[config.mk]
export PLATFORM = sky130hd
export DESIGN_NAME = uart_send
export DESIGN_NICKNAME = d
export VERILOG_FILES = /design/src/rtl/uart_pkg.sv /design/src/rtl/uart_baud_gen.sv /design/src/rtl/uart_send.sv
export SDC_FILE = /design/constraint.sdc
export NUM_CORES = 1
export LEC_CHECK = 0
export CORE_MARGIN = 4
export CORE_UTILIZATION = 39
export CTS_CLUSTER_DIAMETER = 150
export DETAILED_ROUTE_END_ITERATION = 10
export GPL_TIMING_DRIVEN = 0
export SLEW_MARGIN = 10
export SYNTH_ARGS = -nofsm -noshare
export SYNTH_HDL_FRONTEND = slang
export SYNTH_SLANG_ARGS = --single-unit
[constraint.sdc]
create_clock -name sysclk -period 3.1 [get_ports sysclk]
set_clock_uncertainty 0.2 [all_clocks]
set_input_delay 0.31 -clock sysclk [delete_from_list [all_inputs] [get_ports sysclk]]
set_output_delay 0.31 -clock sysclk [all_outputs]
set_load 0.005 [all_outputs]
[src/rtl/uart_pkg.sv]
`default_nettype none
// ============================================================================
// Package : uart_pkg
// Desc    : Shared UART types, frame constants and Baud_set-to-divisor map.
//           Frame layout depends on macro UART_SEND_PARITY_EN.
// Rev     : 1.0
// ============================================================================
package uart_pkg;

  localparam int DIV_W = 16;

`ifdef UART_SEND_PARITY_EN
  localparam int FRAME_BITS = 11;

  typedef enum logic [2:0] {
    IDLE   = 3'd0,
    START  = 3'd1,
    DATA   = 3'd2,
    PARITY = 3'd3,
    STOP   = 3'd4
  } tx_state_t;
`else
  localparam int FRAME_BITS = 10;

  typedef enum logic [2:0] {
    IDLE  = 3'd0,
    START = 3'd1,
    DATA  = 3'd2,
    STOP  = 3'd4
  } tx_state_t;
`endif

  // Codes 5-7 fall back to the fastest rate so the line never stalls.
  function automatic logic [DIV_W-1:0] baud_div(input logic [2:0] baud_set,
                                                input int unsigned clk_freq);
    int unsigned rate;
    case (baud_set)
      3'd1:    rate = 57600;
      3'd2:    rate = 38400;
      3'd3:    rate = 19200;
      3'd4:    rate = 9600;
      default: rate = 115200;
    endcase
    return DIV_W'(clk_freq / rate);
  endfunction

endpackage
`default_nettype wire

[src/rtl/uart_baud_gen.sv]
`default_nettype none
// ============================================================================
// Module : uart_baud_gen
// Desc   : Bit-period counter; pulses bit_end on the last clock of each bit.
// Rev    : 1.0
// ============================================================================
module uart_baud_gen
  import uart_pkg::*;
(
  input  logic             sysclk,
  input  logic             rst,
  input  logic [DIV_W-1:0] div,
  input  logic             en,
  input  logic             clr,
  output logic             bit_end
);

  logic [DIV_W-1:0] cnt;
  logic [DIV_W-1:0] last;

  assign last    = div - DIV_W'(1);
  assign bit_end = en && (cnt == last);

  always_ff @(posedge sysclk or posedge rst) begin
    if (rst) begin
      cnt <= '0;
    end else if (clr) begin
      cnt <= '0;
    end else if (en) begin
      if (cnt == last) begin
        cnt <= '0;
      end else begin
        cnt <= cnt + DIV_W'(1);
      end
    end
  end

endmodule
`default_nettype wire

[src/rtl/uart_send.sv]
`default_nettype none
// ============================================================================
// Module : uart_send
// Desc   : 8N1 UART transmitter; define UART_SEND_PARITY_EN for an even parity bit.
// Rev    : 1.0
// ============================================================================
module uart_send
  import uart_pkg::*;
#(
  parameter int unsigned CLK_FREQ = 50_000_000
) (
  input  logic       sysclk,
  input  logic       rst,
  input  logic [2:0] Baud_set,
  input  logic [7:0] Data,
  input  logic       send_go,
  output logic       uart_tx,
  output logic       tx_busy,
  output logic       tx_done
);

  tx_state_t        state;
  logic [7:0]       data_q;
  logic [DIV_W-1:0] div_q;
  logic [2:0]       bit_idx;
  logic             accept;
  logic             bit_end;

  assign accept = (state == IDLE) && send_go;

  uart_baud_gen u_baud_gen (
    .sysclk  (sysclk),
    .rst     (rst),
    .div     (div_q),
    .en      (state != IDLE),
    .clr     (accept),
    .bit_end (bit_end)
  );

  // Outputs are registered from the current state, so the line lags the
  // state register by one clock; this places bit 0 at accept+1.
  always_ff @(posedge sysclk or posedge rst) begin
    if (rst) begin
      state   <= IDLE;
      data_q  <= '0;
      div_q   <= '0;
      bit_idx <= '0;
      uart_tx <= 1'b1;
      tx_busy <= 1'b0;
      tx_done <= 1'b0;
    end else begin
      tx_busy <= (state != IDLE);
      tx_done <= tx_busy && (state == IDLE);
      case (state)
        IDLE: begin
          uart_tx <= 1'b1;
          if (send_go) begin
            data_q  <= Data;
            div_q   <= baud_div(Baud_set, CLK_FREQ);
            bit_idx <= '0;
            state   <= START;
          end
        end
        START: begin
          uart_tx <= 1'b0;
          if (bit_end) state <= DATA;
        end
        DATA: begin
          uart_tx <= data_q[bit_idx];
          if (bit_end) begin
            if (bit_idx == 3'd7) begin
`ifdef UART_SEND_PARITY_EN
              state <= PARITY;
`else
              state <= STOP;
`endif
            end else begin
              bit_idx <= bit_idx + 3'd1;
            end
          end
        end
`ifdef UART_SEND_PARITY_EN
        PARITY: begin
          uart_tx <= ^data_q;
          if (bit_end) state <= STOP;
        end
`endif
        STOP: begin
          uart_tx <= 1'b1;
          if (bit_end) state <= IDLE;
        end
        default: begin
          uart_tx <= 1'b1;
          state   <= IDLE;
        end
      endcase
    end
  end

endmodule
`default_nettype wire

==> results of run 1 <==
worst max-delay path, delay by kind of cell:
family,cells,cell delay (ps)
xor+xnor,1,200
buf+inv,58,7160
mux,4,930
compound gates,87,14270
fa+ha+maj,18,4710
simple gates,46,6700
layer usage:
metal,GRT usage,vias to the layer above
met4,0.08496,0
met3,0.01918,126
met2,0.4497,581
met1,0.3207,8448
li1,-,8485
met5,0,-
layout make-up:
cell class | count | area (µm²) | share of cell area
Clock buffer | 7 | 132.6 | 0.006259
Sequential cell | 49 | 1231 | 0.05810
Timing Repair Buffer | 394 | 3386 | 0.1598
Clock inverter | 1 | 7.507 | 0.0003543
Inverter | 74 | 321.6 | 0.01517
Multi-Input combinational cell | 1858 | 14790 | 0.6982
Timing Repair inverter | 2 | 10.01 | 0.0004724
Buffer | 65 | 721.9 | 0.03407
Tap cell | 468 | 585.6 | 0.02763
state kept, by name, indices dropped and copies added (netlist names):
signal          cells
tx_done             1
tx_busy             1
u_baud_gen.cnt     16
data_q              8
state               3
div_q              16
uart_tx             1
bit_idx             3
metrics by stage:
stage               hold slack [ps]  setup slack (ps)  utilization  instances  setup TNS [ps]
detailed placement            256.4            -37950       0.4386       2537         -311460
CTS                           229.5            -30590       0.5422       2845         -237510
finish                        211.8            -31360       0.5774       2918         -243900
floorplan                     215.4            -30810            -       2053         -238960
global route                  265.1            -32890       0.5774       2918         -256750
global placement              253.7            -37720       0.4370       2535         -307420
logic make-up (layout without fill, tap and decap cells):
kind of cell / count (synthesis) / count (layout)
AO/OA/AOI/OAI: 723 / 723
XOR/XNOR: 137 / 137
adder cells (fa/ha/maj): 155 / 155
buffers and inverters: 146 / 543
flip-flops: 49 / 49
multiplexers: 59 / 59
other: 2 / 8
AND/OR/NAND/NOR: 776 / 776
timing repair:
action	in CTS	in global routing
resized for setup	277	191
pin swaps	171	112
setup buffers	300	80
cloned	4	1
endpoints found under the setup margin	36	32
layout by cell type, fill, tap and decap left out, types with 17 or more instances in the layout:
cell type                     n
sky130_fd_sc_hd__a211oi_1    23
sky130_fd_sc_hd__xnor2_1     88
sky130_fd_sc_hd__and3_1      33
sky130_fd_sc_hd__o211ai_1    20
sky130_fd_sc_hd__inv_1       56
sky130_fd_sc_hd__nand4_1     25
sky130_fd_sc_hd__o21ai_1     54
sky130_fd_sc_hd__ha_1       109
sky130_fd_sc_hd__clkbuf_16   17
sky130_fd_sc_hd__o21ai_2     25
sky130_fd_sc_hd__a21o_1      63
sky130_fd_sc_hd__nor3_1      43
sky130_fd_sc_hd__ha_4        42
sky130_fd_sc_hd__clkbuf_1    19
sky130_fd_sc_hd__xor2_1      45
sky130_fd_sc_hd__nor2_1     167
sky130_fd_sc_hd__a21oi_2     34
sky130_fd_sc_hd__nor2_4      25
sky130_fd_sc_hd__a21oi_1    141
sky130_fd_sc_hd__buf_4      306
sky130_fd_sc_hd__o21a_1      39
sky130_fd_sc_hd__a31oi_1     21
sky130_fd_sc_hd__dfrtp_1     45
sky130_fd_sc_hd__nand2b_1    34
sky130_fd_sc_hd__buf_6       74
sky130_fd_sc_hd__mux2i_1     22
sky130_fd_sc_hd__nand3_1     58
sky130_fd_sc_hd__o21ai_0     78
sky130_fd_sc_hd__mux2_2      17
sky130_fd_sc_hd__and2_1      26
sky130_fd_sc_hd__nand2_1    175
worst min-delay path by stage:
stage	start	to	slack, ps	cells past startpoint
final	rst	data_q[5]$_DFFE_PP0P_	210	2
after global routing	rst	data_q[5]$_DFFE_PP0P_	270	2
after CTS	rst	data_q[5]$_DFFE_PP0P_	230	2
after detailed placement	data_q[6]$_DFFE_PP0P_	data_q[6]$_DFFE_PP0P_	260	2
after global placement	data_q[6]$_DFFE_PP0P_	data_q[6]$_DFFE_PP0P_	250	2
after floorplan	Data[0]	data_q[0]$_DFFE_PP0P_	220	2
==> flow_summary.yaml, run 1 <==
status:
  result_of_the_run: "finished, violations left"
  failed_checks: "negative setup slack"
detailed_routing:
  met3RoutedLength_um: 2420
  wl_per_cell_um: 19.02
  route.antenna.remaining_nets: 0
  routed-wl-met2_um: 26930
  vias: 17640
  routed.top_layer: "met4"
  met1_length_um: 24190
  drc_errors: 0
  drt_iter0_markers: 1184
  dr.pass1.iters: 6
  drt-vias-per-instance: 6.045
  detail_route.wirelength_um: 55500
synthesis:
  async_reset_ff_frac: 1.000
  synth_commonest_cells: "sky130_fd_sc_hd__nor2_1 (203), sky130_fd_sc_hd__nand2_1 (200), sky130_fd_sc_hd__a21oi_1 (180), sky130_fd_sc_hd__ha_1 (153), sky130_fd_sc_hd__o21ai_0 (151)"
  synth.avg_cell_area_um2: 7.119
  yosysTopAreaCell: "sky130_fd_sc_hd__ha_1"
  synthesis.instances: 2047
  top_ff_cell_synth: "sky130_fd_sc_hd__dfrtp_1"
  synth_top_family_by_area: "compound AO/OA/AOI/OAI gates"
  synth.yosys.warnings: 0
  most_frequent_cell_after_synthesis: "sky130_fd_sc_hd__nor2_1"
  post_synth_xor_area_fraction: 0.08234
  synthTopCellsByArea: "sky130_fd_sc_hd__ha_1 (13%), sky130_fd_sc_hd__dfrtp_1 (8.2%), sky130_fd_sc_hd__a21oi_1 (6.2%), sky130_fd_sc_hd__xnor2_1 (5.4%), sky130_fd_sc_hd__nor2_1 (5.2%)"
  synth.area.mux_share: 0.04525
  synthesis.area_um2: 14570
  synth-edff-count: 0
  synth-compound-area-share: 0.3389
  postSynthRegisterBits: 49
  synth_top_area_frac: 0.1314
  netlist-cell-type-count: 129
  yosysSeqAreaShare: 0.08423
  yosys.area_share.simple: 0.2719
  synth-adder-area-share: 0.1341
setup_path:
  reg2reg_setup_slack_ps: -20
  path_common_cell: "sky130_fd_sc_hd__buf_4"
  timing_worst_setup_path_type: "input pin to register"
  critPathCaptureType: "register"
  start_kind: "input pin"
  crit-reg2reg-launch: "div_q[2]$_DFFE_PP0P_"
  worst_setup_path_endpoint: "div_q[0]$_DFFE_PP0P_"
  r2r.worst_path.cells: 15
  critical_path_arrival_ps: 34410
  max_stage_delay_ps: 520
  timing.critical_path.required_ps: 3040
  reg2reg_capture_point: "u_baud_gen.cnt[5]$_DFFE_PP0P_"
  critPathMaxFanout: 9
  crit_slowest_cell: "sky130_fd_sc_hd__or4b_4"
  crit_path_start: "Baud_set[1]"
job:
  max_cap_violations: 0
sta:
  setup_viol: 15
  period_needed_ps: 34460
  achievable-frequency_mhz: 29.02
  final_period_util: 11.12
  worst_pin_slew_ps: 1219
  fin_ws_ps: -31360
  rsz0062_at_grt: "true"
  report.final.slew_viol_count: 0
  hold_violations: 0
  slew_headroom: 0.1876
grt:
  grt_pass1_wl_um: 87330
  grt_start_max_net_pins: 27
  overflow: 0
  grt_antenna_before_repair: 0
  number_of_global_route_vias_before_repair: 17240
  globalRouteTotalUtil: 0.2516
placement:
  placed_area_um2: 16090
  placement.io_buffers: 14
  place_hpwl_um: 36860
  globalplace.congestion: 0.9229
floorplan:
  coreArea_um2: 36700
  chipHeight_um: 201.3
  row_count: 70
  die_area_um2: 40520
  initial_core_util: 0.3971
  die_w_um: 201.3
  floorplan.io_pins: 17
clocking:
  root_buffer: "sky130_fd_sc_hd__clkbuf_16"
  clock_insertion_delay_worst_skew_ps: 290
  clock_tree.buffer_depth: 2
  postCtsHoldBufs: 0
  cts_tree: "done"
  clock_sinks: 49
  htree_num_levels: 2
  tritoncts.num_buffers: 5
  clk_transition_reported_paths_ps: 70
layout:
  nFillCells: 3229
  fraction_of_final_layout_cells_sized_beyond_drive_strength_1: 0.3355
  num-nets-final: 2618
  antenna_cells_inserted: 0
  finalInstanceArea_um2: 21190
  synthesis_to_finish_area_growth_pct: 45.41
worst_hold_path:
  hold_class: "input pin to asynchronous set/reset pin"
Power of run 1 is left out: the tool's default activity adds up to more than one toggle a clock period on the data nets, which glitch-free logic cannot reach.
==> run 2, diff against run 1 <==
--- a/config.mk
+++ b/config.mk
@@ -5,6 +5,7 @@
 export SDC_FILE = /design/constraint.sdc
 export NUM_CORES = 1
 export LEC_CHECK = 0
+export ABC_AREA = 0
 export CORE_MARGIN = 4
 export CORE_UTILIZATION = 39
 export CTS_CLUSTER_DIAMETER = 150
==> results of run 2 <==
No change in the layout: final DEF, timing and power equal those of run 1.
Power of run 2 is left out for the same reason.
==> run 3, diff against run 2 <==
--- a/config.mk
+++ b/config.mk
@@ -6,11 +6,14 @@
 export NUM_CORES = 1
 export LEC_CHECK = 0
 export ABC_AREA = 0
+export CELL_PAD_IN_SITES_DETAIL_PLACEMENT = 1
+export CELL_PAD_IN_SITES_GLOBAL_PLACEMENT = 2
 export CORE_MARGIN = 4
-export CORE_UTILIZATION = 39
+export CORE_UTILIZATION = 35
 export CTS_CLUSTER_DIAMETER = 150
 export DETAILED_ROUTE_END_ITERATION = 10
 export GPL_TIMING_DRIVEN = 0
+export PLACE_DENSITY_LB_ADDON = 0.1
 export SLEW_MARGIN = 10
 export SYNTH_ARGS = -nofsm -noshare
 export SYNTH_HDL_FRONTEND = slang
==> run 3 against run 2 <==
Against the previous run:
- the run still ends with negative setup slack left
- fmax is 1.8% lower
- first-iteration DRC count is 26% lower
- utilization is 4.4 points lower
==> flow_summary.yaml, run 3 (synthesis results as in run 1) <==
detailed_routing:
  drt_iter0_markers: 871
  drc_errors: 0
  detail_route.wirelength_um: 66830
  vias: 17900
  route.antenna.remaining_nets: 0
  drt-vias-per-instance: 5.929
  wl_per_cell_um: 22.14
  dr.pass1.iters: 5
layout:
  antenna_cells_inserted: 0
  post_layout_instance_count_excluding_filler_cells: 3019
  fraction_of_final_layout_cells_sized_beyond_drive_strength_1: 0.3651
  num-nets-final: 2655
  finalInstanceArea_um2: 21880
  synthesis_to_finish_area_growth_pct: 50.12
  layout_commonest_cell: "sky130_fd_sc_hd__buf_4"
  mostFrequentLayoutCells: "sky130_fd_sc_hd__buf_4 (350), sky130_fd_sc_hd__nand2_1 (171), sky130_fd_sc_hd__nor2_1 (165)"
  fin_util: 0.5333
  biggestRegsByFlops: "div_q (16), u_baud_gen.cnt (16), data_q (8)"
sta:
  period_needed_ps: 35100
  final_period_util: 11.32
  setup_viol: 24
  slew_headroom: 0.2167
  fin_ws_ps: -32000
  achievable-frequency_mhz: 28.49
  worst_pin_slew_ps: 1145
  rsz0062_at_grt: "true"
  report.final.slew_viol_count: 0
  hold_violations: 0
setup_path:
  critPathMaxFanout: 10
  timing_worst_setup_path_type: "input pin to register"
  max_stage_delay_ps: 490
  critPathCaptureType: "register"
  start_kind: "input pin"
  crit_slowest_cell: "sky130_fd_sc_hd__or4b_1"
  critical_path_arrival_ps: 35060
  path_common_cell: "sky130_fd_sc_hd__buf_4"
  timing.critical_path.required_ps: 3050
floorplan:
  die_w_um: 212.1
  coreArea_um2: 41020
  die_area_um2: 44970
  chipHeight_um: 212.1
  row_count: 74
  initial_core_util: 0.3553
  floorplan.io_pins: 17
status:
  failed_checks: "negative setup slack"
  result_of_the_run: "finished, violations left"
clocking:
  postCtsHoldBufs: 0
  htree_num_levels: 2
  clock_insertion_delay_worst_skew_ps: 300
  clock_tree.buffer_depth: 2
  clock_sinks: 49
  cts_tree: "done"
  tritoncts.num_buffers: 5
  clk_transition_reported_paths_ps: 80
  root_buffer: "sky130_fd_sc_hd__clkbuf_16"
worst_hold_path:
  hold_class: "input pin to asynchronous set/reset pin"
job:
  max_cap_violations: 0
grt:
  grt_start_max_net_pins: 36
  overflow: 0
  grt_antenna_before_repair: 0
  grt_pass1_wl_um: 98860
  number_of_global_route_vias_before_repair: 18210
  globalRouteTotalUtil: 0.2673
placement:
  placement.setup.worst_slack_ps: -39070
  placement.io_buffers: 14
  placed_area_um2: 16210
  globalplace.congestion: 0.8178
  place_hpwl_um: 43510
  dp_cells: 2603
==> run 3: cell types whose count changed in the layout (fill, tap and decap cells not counted), sizes merged <==
cell / change
clkinv: +1
inv: +2
clkbuf: -4
buf: +39
clkinvlp: -1
==> run 3: final timing paths <==
kind	cells after the start	start	slack (ps)	end
max	202	Baud_set[0]	-32000	div_q[0]$_DFFE_PP0P_
min	2	rst	110	tx_done$_DFF_PP0_
max reg2reg	14	div_q[2]$_DFFE_PP0P_	-90	u_baud_gen.cnt[10]$_DFFE_PP0P_
min reg2reg	2	data_q[2]$_DFFE_PP0P_	280	data_q[2]$_DFFE_PP0P_
max in group asynchronous	3	rst	2050	div_q[2]$_DFFE_PP0P_
min in group sysclk	2	data_q[2]$_DFFE_PP0P_	280	data_q[2]$_DFFE_PP0P_
==> run 3: what timing repair did <==
action	4_1_cts	5_1_grt
pin swaps	181	149
setup buffers	286	130
resized for setup	310	223
setup endpoints to repair	37	35
cloned	3	2
==> run 3: metrics by stage <==
step | TNS (ps) | hold slack (ps)
detailed placement | -322870 | 265.6
floorplan | -238960 | 215.4
global route | -261800 | 140.5
CTS | -237120 | 122.3
global placement | -315100 | 258.0
finish | -248490 | 112.3
==> run 3: cell type report <==
type,count,area [µm²]
repair inverters,2,10.01
multi-input cells,1858,15120
plain buffers,67,772.0
fillers,4913,19140
well taps,532,665.6
flip-flops and latches,49,1229
clock buffers,5,125.1
repair buffers,429,3615
inverters,74,307.8
clock inverters,3,28.78
==> run 3: layer usage <==
layer,global-route usage,share of wire
met1,0.3363,0.43
met2,0.4997,0.52
met3,0.01505,0.023
met4,0.06282,0.028
met5,0,0
==> run 3: critical path, delay by kind of cell <==
| family | cells | cell delay [ps] |
|---|---|---|
| buffers and inverters | 46 | 6000 |
| XOR/XNOR | 3 | 570 |
| AND/OR/NAND/NOR | 46 | 7170 |
| adder cells (fa/ha/maj) | 19 | 4990 |
| AO/OA/AOI/OAI | 82 | 14300 |
| multiplexers | 6 | 1590 |
Power of run 3 is left out for the same reason.
==> RTL change, RTL diff (config.mk and constraints of run 1) <==
`DIV_W`: 16 -> 18.
--- a/src/rtl/uart_pkg.sv
+++ b/src/rtl/uart_pkg.sv
@@ -7,7 +7,7 @@
 // ============================================================================
 package uart_pkg;
 
-  localparam int DIV_W = 16;
+  localparam int DIV_W = 18;
 
 `ifdef UART_SEND_PARITY_EN
   localparam int FRAME_BITS = 11;
Check against the original RTL: no difference found for any inputs over 10 cycles, from zero or initial values and one cycle with rst high; that may be too few to reach the edited logic, so the function may still have changed.
==> RTL change against run 1 <==
  * Worst setup slack gained 65 ps
  * Wire length grew 11%
  * Final area grew 6.8%
  * Critical path depth shrank 3
  * Non-clock buffer count grew 90
  * Highest routed layer unchanged
  * The run still ends with negative setup slack left
  * Area after synthesis grew 2.5%
  * Sequential cell count grew 4
  * Register-to-register slack lost 250 ps
Power is not shown: default switching activity piles up to over one toggle a cycle in this logic, so the estimate is an artifact.
==> RTL change: results (changes against run 1) <==
Placement
  • Routability Congestion: 0.883 (was 0.923)
  • Placed cell count: 2648 (was 2537)
  • Pre-CTS setup slack: -37550 ps (was -37950 ps)

Run status
  • Status: complete, but fails checks (unchanged)
  • Failing checks: negative setup slack (unchanged)

Synthesis
  • Post-synthesis sequential area ratio: 0.0889 (was 0.0842)
  • Leading cell types by count after synthesis: nand2_1 (216), nor2_1 (204), a21oi_1 (179) (was nor2_1 (203), nand2_1 (200), a21oi_1 (180))
  • Synth top area cells: ha_1 (13%), dfrtp_1 (8.7%), a21oi_1 (6.0%) (was ha_1 (13%), dfrtp_1 (8.2%), a21oi_1 (6.2%))
  • Post-Syn Area per Cell: 7.07 µm² (was 7.12 µm²)

Routing
  • Routed vias: 19100 (was 17600)
  • TritonRoute pass-1 iters: 7 (was 6)
  • Met3 WL: 3200 µm (was 2420 µm)
  • Vias per inst: 6.15 (was 6.05)

Setup path
  • Slowest-stage cell, CP: or4_4 (was or4b_4)
  • Crit-path max FO: 8 (was 9)
  • Reg-to-reg slack, setup: -270 ps (was -20 ps)

GRT
  • GR Layer Usage met1: 0.345 (was 0.321)
  • Vias in the first global route: 18100 (was 17200)
  • Overall Global Routing Usage: 0.263 (was 0.252)
  • Grt met2 use: 0.460 (was 0.450)
  • Largest net degree at the start of global routing: 35 (was 27)

STA
  • Max Freq: 29.1 MHz (was 29.0 MHz)
  • Hold slack: 154 ps (was 212 ps)
  • Slew HR: 0.286 (was 0.188)
  • Final setup viols: 35 (was 15)
  • Setup ws final: -31300 ps (was -31360 ps)

Cells and area
  • Signal buffers: 549 (was 459)
  • Fraction of area in registers: 0.0589 (was 0.0581)
  • Fillcell total: 3195 (was 3229)
  • Top flop regs: div_q (18), u_baud_gen.cnt (18), data_q (8) (was div_q (16), u_baud_gen.cnt (16), data_q (8))
  • Multi-input logic area: 15300 µm² (was 14800 µm²)

Clock tree
  • PostCTS Resize Cnt: 298 (was 277)
==> RTL change: changes by cell type after synthesis, moves of 11 or more <==
cell and delta:
nor3_1 +19, a21o_1 -16, inv_1 -19, or3_1 +13, mux2i_1 -11, nand2_1 +16
o211ai_1 +12, clkbuf_1 +11
==> RTL change: worst paths after layout <==
kind / from / depth (start not counted) / endpoint
max in group asynchronous: rst / 3 / uart_tx
setup / recovery: Baud_set[1] / 211 / div_q[0]
hold / removal: rst / 2 / tx_done
setup reg to reg: div_q[7] / 16 / bit_idx[0]
min in group sysclk: data_q[3] / 2 / data_q[3]
hold reg to reg: data_q[3] / 2 / data_q[3]
==> RTL change: cells by family (layout without fill, tap and decap cells) <==
family                     count (synthesis)  in the layout  share of synthesized area
buffers and inverters                    136            614                     0.0383
muxes                                     53             53                     0.0420
other                                      2              8                   0.000503
AOI/OAI and AO/OA                        750            750                      0.341
DFF                                       53             53                     0.0889
xor gates and xnor gates                 133            133                     0.0780
adders and majority gates                155            155                      0.131
and+or+nand+nor                          831            831                      0.281
